File: src/rtl/ram_bus_sequencer_if.sv
// Requester handshakes plus memory-side bus and strobes of the ram_bus_sequencer.
// master is the sequencer; slave is the CPU/DMA requesters together with the memory.
interface ram_bus_sequencer_if;
  logic        cpu_req;
  logic        cpu_we;
  logic        cpu_half;
  logic [15:0] cpu_addr;
  logic [15:0] cpu_wdata;
  logic [15:0] cpu_rdata;
  logic        cpu_done;
  logic        dma_req;
  logic [15:0] dma_src;
  logic [15:0] dma_dst;
  logic [7:0]  dma_len;
  logic        dma_done;
  logic        busy;
  logic [15:0] data_bus;
  logic [15:0] db_out;
  logic        set_address;
  logic        read;
  logic        write;
  logic        half_mode;
  logic        set_transfer_addr;
  logic        data_transfer;

  modport master (
    input  cpu_req, cpu_we, cpu_half, cpu_addr, cpu_wdata,
    input  dma_req, dma_src, dma_dst, dma_len, data_bus,
    output cpu_rdata, cpu_done, dma_done, busy, db_out,
    output set_address, read, write, half_mode, set_transfer_addr, data_transfer
  );

  modport slave (
    output cpu_req, cpu_we, cpu_half, cpu_addr, cpu_wdata,
    output dma_req, dma_src, dma_dst, dma_len, data_bus,
    input  cpu_rdata, cpu_done, dma_done, busy, db_out,
    input  set_address, read, write, half_mode, set_transfer_addr, data_transfer
  );
endinterface

File: src/rtl/ram_bus_sequencer.sv
// Turns CPU single-word accesses and DMA block copies into memory strobe sequences.
// CPU wins contention unless DMA has waited through STARVE_LIMIT consecutive CPU grants.
module ram_bus_sequencer #(
  parameter int unsigned STARVE_LIMIT = 4
) (
  input  logic                clk,
  input  logic                reset,
  ram_bus_sequencer_if.master bus
);
  typedef enum logic [2:0] {
    IDLE, ADDR, ACCESS, XSRC, XDST, XPULSE, XGAP, DONE
  } state_e;

  localparam logic [2:0] LIMIT = 3'(STARVE_LIMIT);

  state_e      state_q, state_d;
  logic [2:0]  streak_q, streak_d;
  logic [7:0]  remaining_q, remaining_d;
  logic [7:0]  len_q, len_d;
  logic        is_dma_q, is_dma_d;
  logic        we_q, we_d;
  logic        half_q, half_d;
  logic [15:0] addr_q, addr_d;
  logic [15:0] wdata_q, wdata_d;
  logic [15:0] src_q, src_d;
  logic [15:0] dst_q, dst_d;
  logic [15:0] rdata_q, rdata_d;
  logic        cpu_win;

  assign cpu_win = bus.cpu_req && (!bus.dma_req || streak_q != LIMIT);

  always_ff @(posedge clk or negedge reset) begin
    if (!reset) begin
      state_q     <= IDLE;
      streak_q    <= '0;
      remaining_q <= '0;
      len_q       <= '0;
      is_dma_q    <= 1'b0;
      we_q        <= 1'b0;
      half_q      <= 1'b0;
      addr_q      <= '0;
      wdata_q     <= '0;
      src_q       <= '0;
      dst_q       <= '0;
      rdata_q     <= '0;
    end else begin
      state_q     <= state_d;
      streak_q    <= streak_d;
      remaining_q <= remaining_d;
      len_q       <= len_d;
      is_dma_q    <= is_dma_d;
      we_q        <= we_d;
      half_q      <= half_d;
      addr_q      <= addr_d;
      wdata_q     <= wdata_d;
      src_q       <= src_d;
      dst_q       <= dst_d;
      rdata_q     <= rdata_d;
    end
  end

  always_comb begin
    state_d     = state_q;
    streak_d    = streak_q;
    remaining_d = remaining_q;
    len_d       = len_q;
    is_dma_d    = is_dma_q;
    we_d        = we_q;
    half_d      = half_q;
    addr_d      = addr_q;
    wdata_d     = wdata_q;
    src_d       = src_q;
    dst_d       = dst_q;
    rdata_d     = rdata_q;
    case (state_q)
      IDLE: begin
        if (cpu_win) begin
          state_d  = ADDR;
          is_dma_d = 1'b0;
          we_d     = bus.cpu_we;
          half_d   = bus.cpu_half;
          addr_d   = bus.cpu_addr;
          wdata_d  = bus.cpu_wdata;
          // Streak only grows while DMA is actually being held off.
          if (bus.dma_req) streak_d = (streak_q == LIMIT) ? LIMIT : streak_q + 3'd1;
          else             streak_d = '0;
        end else if (bus.dma_req) begin
          state_d  = XSRC;
          is_dma_d = 1'b1;
          src_d    = bus.dma_src;
          dst_d    = bus.dma_dst;
          len_d    = bus.dma_len;
          streak_d = '0;
        end
      end
      ADDR: state_d = ACCESS;
      ACCESS: begin
        if (!we_q) rdata_d = bus.data_bus;
        state_d = DONE;
      end
      XSRC: state_d = XDST;
      XDST: begin
        remaining_d = len_q;
        state_d     = (len_q == 8'd0) ? DONE : XPULSE;
      end
      XPULSE: begin
        remaining_d = remaining_q - 8'd1;
        state_d     = XGAP;
      end
      XGAP: state_d = (remaining_q == 8'd0) ? DONE : XPULSE;
      DONE: state_d = IDLE;
      default: state_d = IDLE;
    endcase
  end

  // Every output is a pure decode of registered state so reset clears them immediately.
  always_comb begin
    bus.set_address       = 1'b0;
    bus.read              = 1'b0;
    bus.write             = 1'b0;
    bus.half_mode         = 1'b0;
    bus.set_transfer_addr = 1'b0;
    bus.data_transfer     = 1'b0;
    bus.db_out            = '0;
    case (state_q)
      ADDR: begin
        bus.set_address = 1'b1;
        bus.half_mode   = half_q;
        bus.db_out      = addr_q;
      end
      ACCESS: begin
        bus.read      = !we_q;
        bus.write     = we_q;
        bus.half_mode = half_q;
        bus.db_out    = we_q ? wdata_q : 16'h0000;
      end
      XSRC: begin
        bus.set_transfer_addr = 1'b1;
        bus.db_out            = src_q;
      end
      XDST: begin
        bus.set_address = 1'b1;
        bus.db_out      = dst_q;
      end
      XPULSE:  bus.data_transfer = 1'b1;
      default: ;
    endcase
  end

  assign bus.busy      = (state_q != IDLE);
  assign bus.cpu_done  = (state_q == DONE) && !is_dma_q;
  assign bus.dma_done  = (state_q == DONE) && is_dma_q;
  assign bus.cpu_rdata = rdata_q;
endmodule
File: src/flat_wrapper.sv
// flat-port wrapper written by rule: the top's interface ports become plain ports
module ram_bus_sequencer_flat 
#(
  parameter int unsigned STARVE_LIMIT = 4
)
  (clk, reset, bus_cpu_req, bus_cpu_we, bus_cpu_half, bus_cpu_addr, bus_cpu_wdata, bus_dma_req, bus_dma_src, bus_dma_dst, bus_dma_len, bus_data_bus, bus_cpu_rdata, bus_cpu_done, bus_dma_done, bus_busy, bus_db_out, bus_set_address, bus_read, bus_write, bus_half_mode, bus_set_transfer_addr, bus_data_transfer);
  ram_bus_sequencer_if bus_i ();
  input  logic clk;
  input  logic reset;
  input wire logic [$bits(bus_i.cpu_req)-1:0] bus_cpu_req;
  input wire logic [$bits(bus_i.cpu_we)-1:0] bus_cpu_we;
  input wire logic [$bits(bus_i.cpu_half)-1:0] bus_cpu_half;
  input wire logic [$bits(bus_i.cpu_addr)-1:0] bus_cpu_addr;
  input wire logic [$bits(bus_i.cpu_wdata)-1:0] bus_cpu_wdata;
  input wire logic [$bits(bus_i.dma_req)-1:0] bus_dma_req;
  input wire logic [$bits(bus_i.dma_src)-1:0] bus_dma_src;
  input wire logic [$bits(bus_i.dma_dst)-1:0] bus_dma_dst;
  input wire logic [$bits(bus_i.dma_len)-1:0] bus_dma_len;
  input wire logic [$bits(bus_i.data_bus)-1:0] bus_data_bus;
  output wire logic [$bits(bus_i.cpu_rdata)-1:0] bus_cpu_rdata;
  output wire logic [$bits(bus_i.cpu_done)-1:0] bus_cpu_done;
  output wire logic [$bits(bus_i.dma_done)-1:0] bus_dma_done;
  output wire logic [$bits(bus_i.busy)-1:0] bus_busy;
  output wire logic [$bits(bus_i.db_out)-1:0] bus_db_out;
  output wire logic [$bits(bus_i.set_address)-1:0] bus_set_address;
  output wire logic [$bits(bus_i.read)-1:0] bus_read;
  output wire logic [$bits(bus_i.write)-1:0] bus_write;
  output wire logic [$bits(bus_i.half_mode)-1:0] bus_half_mode;
  output wire logic [$bits(bus_i.set_transfer_addr)-1:0] bus_set_transfer_addr;
  output wire logic [$bits(bus_i.data_transfer)-1:0] bus_data_transfer;
  assign bus_i.cpu_req = bus_cpu_req;
  assign bus_i.cpu_we = bus_cpu_we;
  assign bus_i.cpu_half = bus_cpu_half;
  assign bus_i.cpu_addr = bus_cpu_addr;
  assign bus_i.cpu_wdata = bus_cpu_wdata;
  assign bus_i.dma_req = bus_dma_req;
  assign bus_i.dma_src = bus_dma_src;
  assign bus_i.dma_dst = bus_dma_dst;
  assign bus_i.dma_len = bus_dma_len;
  assign bus_i.data_bus = bus_data_bus;
  assign bus_cpu_rdata = bus_i.cpu_rdata;
  assign bus_cpu_done = bus_i.cpu_done;
  assign bus_dma_done = bus_i.dma_done;
  assign bus_busy = bus_i.busy;
  assign bus_db_out = bus_i.db_out;
  assign bus_set_address = bus_i.set_address;
  assign bus_read = bus_i.read;
  assign bus_write = bus_i.write;
  assign bus_half_mode = bus_i.half_mode;
  assign bus_set_transfer_addr = bus_i.set_transfer_addr;
  assign bus_data_transfer = bus_i.data_transfer;
  ram_bus_sequencer #(.STARVE_LIMIT(STARVE_LIMIT)) u_core (.clk(clk), .reset(reset), .bus(bus_i));
endmodule
File: config.mk
export PLATFORM = sky130hd
export DESIGN_NAME = ram_bus_sequencer_flat
export DESIGN_NICKNAME = d
export VERILOG_FILES = /design/src/rtl/ram_bus_sequencer_if.sv /design/src/rtl/ram_bus_sequencer.sv /design/src/flat_wrapper.sv
export SDC_FILE = /design/constraint.sdc
export NUM_CORES = 1
export LEC_CHECK = 0
export CAP_MARGIN = 20
export CORE_MARGIN = 5
export CORE_UTILIZATION = 39
export CTS_CLUSTER_DIAMETER = 60
export CTS_CLUSTER_SIZE = 8
export DETAILED_ROUTE_END_ITERATION = 10
export PLACE_DENSITY = 0.7
export SYNTH_ARGS = -nofsm -noshare
export SYNTH_HDL_FRONTEND = slang
export SYNTH_SLANG_ARGS = --single-unit
File: constraint.sdc
create_clock -name clk -period 1.55 [get_ports clk]
set_input_delay 0.31 -clock clk [delete_from_list [all_inputs] [get_ports clk]]
set_output_delay 0.31 -clock clk [all_outputs]
set_load 0.005 [all_outputs]
==> impl_metrics.csv <==
group,metric,value,unit
global_route,antenna_found_initial,0,
timing,max_slew_margin,75.5,%
timing,finalMaxSlewViolations,0,
floorplan,die-area,14500,um2
route,first_pass_iters,4,
clock_network,clkTransAtPathRegs,0.07,ns
timing,tightest_slew,0.367,ns
floorplan,initial_utilization,39.6,%
power_and_ir_drop,leakage,3.51,nW
floorplan,coreArea,12000,um2
clock_network,cts_buffers,9,
logic_synthesis,ys_seq_area_share,55.4,%
timing,fin_skew,0.00712,ns
worst_setup_path,r2r_setup_slack,-0.45,ns
clock_network,cts.sink_count,105,
global_route,grt_usage,19.5,%
timing,setup_viol,120,
cells_and_area,syn_to_final_growth,58.9,%
clock_network,clockRootBuffer,"clkbuf_16",
logic_synthesis,synth-edff-count,0,
power_and_ir_drop,switching_share,33.0,%
worst_setup_path,cp-end-kind,"output port",
status,status,"complete, but fails checks",
route,wl_per_cell,19.7,um
job,maxCapViolations,0,
timing,layout_min_cycle_time,2.05,ns
route,route.vias.total,3781,
logic_synthesis,async_reset_ff_share,100,%
worst_setup_path,r2r-end,"u_core.addr_q[15]$_DFFE_PN0P_",
placement,place_ws,-0.451,ns
power_and_ir_drop,power_frac_clock,16.0,%
clock_network,clock_path_buffers,2,
timing,period_share,132,%
power_and_ir_drop,p_sw,4.50,mW
route,drc,0,
worst_setup_path,r2r_cells,9,
global_route,grt_overflow,0,
status,failed_checks,"negative setup slack",
cells_and_area,drive_above_1_share,41.9,%
logic_synthesis,synth_cells,358,
floorplan,rows,40,
cells_and_area,antenna_cells,0,
power_and_ir_drop,power_density,1810,nW/um2
timing,rsz0062_at_grt,"true",
logic_synthesis,ys_types,37,
timing,max_freq,488,MHz
floorplan,die_w,120,um
timing,fin_ws,-0.500,ns
logic_synthesis,synthesis.area,4740,um2
power_and_ir_drop,seqPwrFrac,36.8,%
global_route,grt_pass1_vias,3953,
route,vias_per_cell,5.31,
logic_synthesis,synth_nets,455,
hold_path,hold_class,"primary input to asynchronous set/reset pin",
global_route,grt_first_pass_wirelength,21700,um
clock_network,cts_tree,"done",
route,routed_wl,14000,um
worst_setup_path,path_max_fanout,6,
clock_network,h-tree-depth,3,
worst_setup_path,cp-start-kind,"flip-flop",
power_and_ir_drop,ir_drop,0.932,mV
placement,gp_congestion,0.795,
logic_synthesis,synth_ff_type,"dfrtp_1",
placement,port_buffers,134,
route,drtIter0Drc,212,
worst_setup_path,critPathArrivalTime,1.74,ns
floorplan,ioPinCount,135,
power_and_ir_drop,comb_power_share,47.3,%
clock_network,clkLatencyLatePin,0.35,ns
worst_setup_path,rr_startpoint,"u_core.state_q[1]$_DFFE_PN0P_",
power_and_ir_drop,power.internal,9.11,mW
global_route,grt_max_degree,39,
cells_and_area,nets,657,
worst_setup_path,cp.required,1.24,ns
floorplan,die_h,120,um
timing,finalHoldViolCount,0,
logic_synthesis,ys_warn_count,0,
worst_setup_path,critPathKind,"flip-flop to output port",
power_and_ir_drop,finalPower,13.6,mW
route,ant_nets,0,
logic_synthesis,avgSynthCellArea,13.2,um2
logic_synthesis,ys_ff_latch,105,
placement,place_hpwl,8930,um
worst_setup_path,cp-startpoint,"u_core.state_q[1]$_DFFE_PN0P_",
[cell usage after synthesis, drive strengths merged (3+ instances only)]
| cell type | instances | area share, % |
|---|---|---|
| o22ai | 6 | 0.79 |
| mux2 | 90 | 21 |
| nor2 | 22 | 1.7 |
| nand2 | 16 | 1.3 |
| a221o | 16 | 3.4 |
| mux2i | 20 | 4.2 |
| a21oi | 9 | 0.95 |
| ha | 3 | 0.79 |
| nor4 | 4 | 0.53 |
| nand3 | 6 | 0.90 |
| nor3 | 4 | 0.66 |
| inv | 7 | 0.55 |
| o21ai | 9 | 0.95 |
| dfrtp | 105 | 55 |
| buf | 20 | 2.9 |
| nand2b | 5 | 0.66 |
[cells in the final DEF (no fill, tap or decap), types with 2 or more instances in the layout]
cell and n:
o22ai_1 5, nand2b_1 3, nand2_2 3, o21ai_1 3
nand2b_4 2, dlymetal6s2s_1 8, mux2_4 19, dfrtp_2 3
mux2i_1 18, nor3_1 3, nor2_2 4, mux2i_2 2
a221o_1 16, buf_12 13, clkdlybuf4s50_1 95, inv_1 6
nor2_1 17, dfrtp_1 102, clkinv_4 2, o21ai_0 4
nand3_4 2, nor4_1 4, nand4_1 2, buf_6 18
a21oi_1 8, buf_4 38, clkbuf_16 9, ha_1 3
clkbuf_2 2, dlygate4sd2_1 5, buf_16 8, clkinv_2 2
buf_8 4, nand3_1 4, mux2_2 71, nand2_1 12
buf_2 18
[registers in the layout, summed over array words and instances (netlist names)]
register / cells
u_core.src_q: 16
u_core.bus.cpu_rdata: 16
u_core.state_q: 3
u_core.half_q: 1
u_core.we_q: 1
u_core.streak_q: 3
u_core.is_dma_q: 1
u_core.len_q: 8
u_core.remaining_q: 8
u_core.wdata_q: 16
u_core.dst_q: 16
u_core.addr_q: 16
[cell families after synthesis]
group	synth area share, %
and+or+nand+nor	7.55
muxes	25.6
xor gates and xnor gates	0.185
buffers and inverters	3.51
DFF	55.4
AOI/OAI and AO/OA	6.92
adders and majority gates	0.792
[power by group through the flow]
stage	Sequential [mW]	Combinational (mW)	Clock, mW
2_1_floorplan	4.73	3.07	0
3_3_place_gp	4.92	5.20	0
3_5_place_dp	5.00	5.36	0
4_1_cts	4.97	5.92	2.23
5_1_grt	5.17	6.89	2.34
6_report	5.00	6.43	2.17
[metal layers]
layer  vias up  part of all wire (%)  GRT usage, %
li1       1710                     -             -
met1      1918                    42          24.5
met2       127                    51          33.0
met3        26                   5.5          5.52
met4         0                   1.5          5.24
met5         -                     0             0
[critical path: stages (launching register included)]
cell and delay [ns]:
dfrtp_2 0.45, nor4bb_4 0.18, buf_4 0.15, buf_8 0.13, a221o_1 0.33, buf_2 0.14
[how the worst max path moves through the flow]
stage | end | slack [ns] | depth (start not counted)
2_1_floorplan | u_core.bus.cpu_rdata[10]$_DFFE_PN0P_ | -0.12 | 4
3_3_place_gp | bus_db_out[0] | -0.41 | 4
3_5_place_dp | bus_db_out[14] | -0.45 | 4
4_1_cts | bus_db_out[11] | -0.55 | 5
5_1_grt | bus_db_out[4] | -0.57 | 5
6_report | bus_db_out[14] | -0.50 | 5
[timing repair]
item | in CTS | in global routing
gates resized for setup | 162 | 59
endpoints found under the setup margin | 122 | 133
cloned | 9 | 0
setup buffers | 19 | 19
hold endpoints to repair | 21 | 0
hold buffers | 1 | 0
pin swaps | 13 | 13
[final cells by class]
type,instances,area (um2)
Sequential cell,105,2630
Timing Repair Buffer,212,2250
Fill cell,909,4430
Tap cell,147,184
Multi-Input combinational cell,225,2150
Inverter,7,28.8
Clock buffer,9,225
Clock inverter,7,55.1
[per-stage QoR]
stage / cells / setup TNS [ns] / utilization, % / hold WS [ns] / area [um2]
CTS: 699 / -44.05 / 61.1 / 0.432 / 7310
global placement: 655 / -30.18 / 54.5 / 0.245 / 6520
finish: 712 / -40.24 / 63.0 / 0.424 / 7530
global route: 712 / -49.13 / 63.0 / 0.467 / 7530
floorplan: 358 / -1.35 / - / 0.0144 / 4760
detailed placement: 655 / -32.24 / 54.5 / 0.249 / 6520
Note: power is estimated with default switching activity, not from simulation.
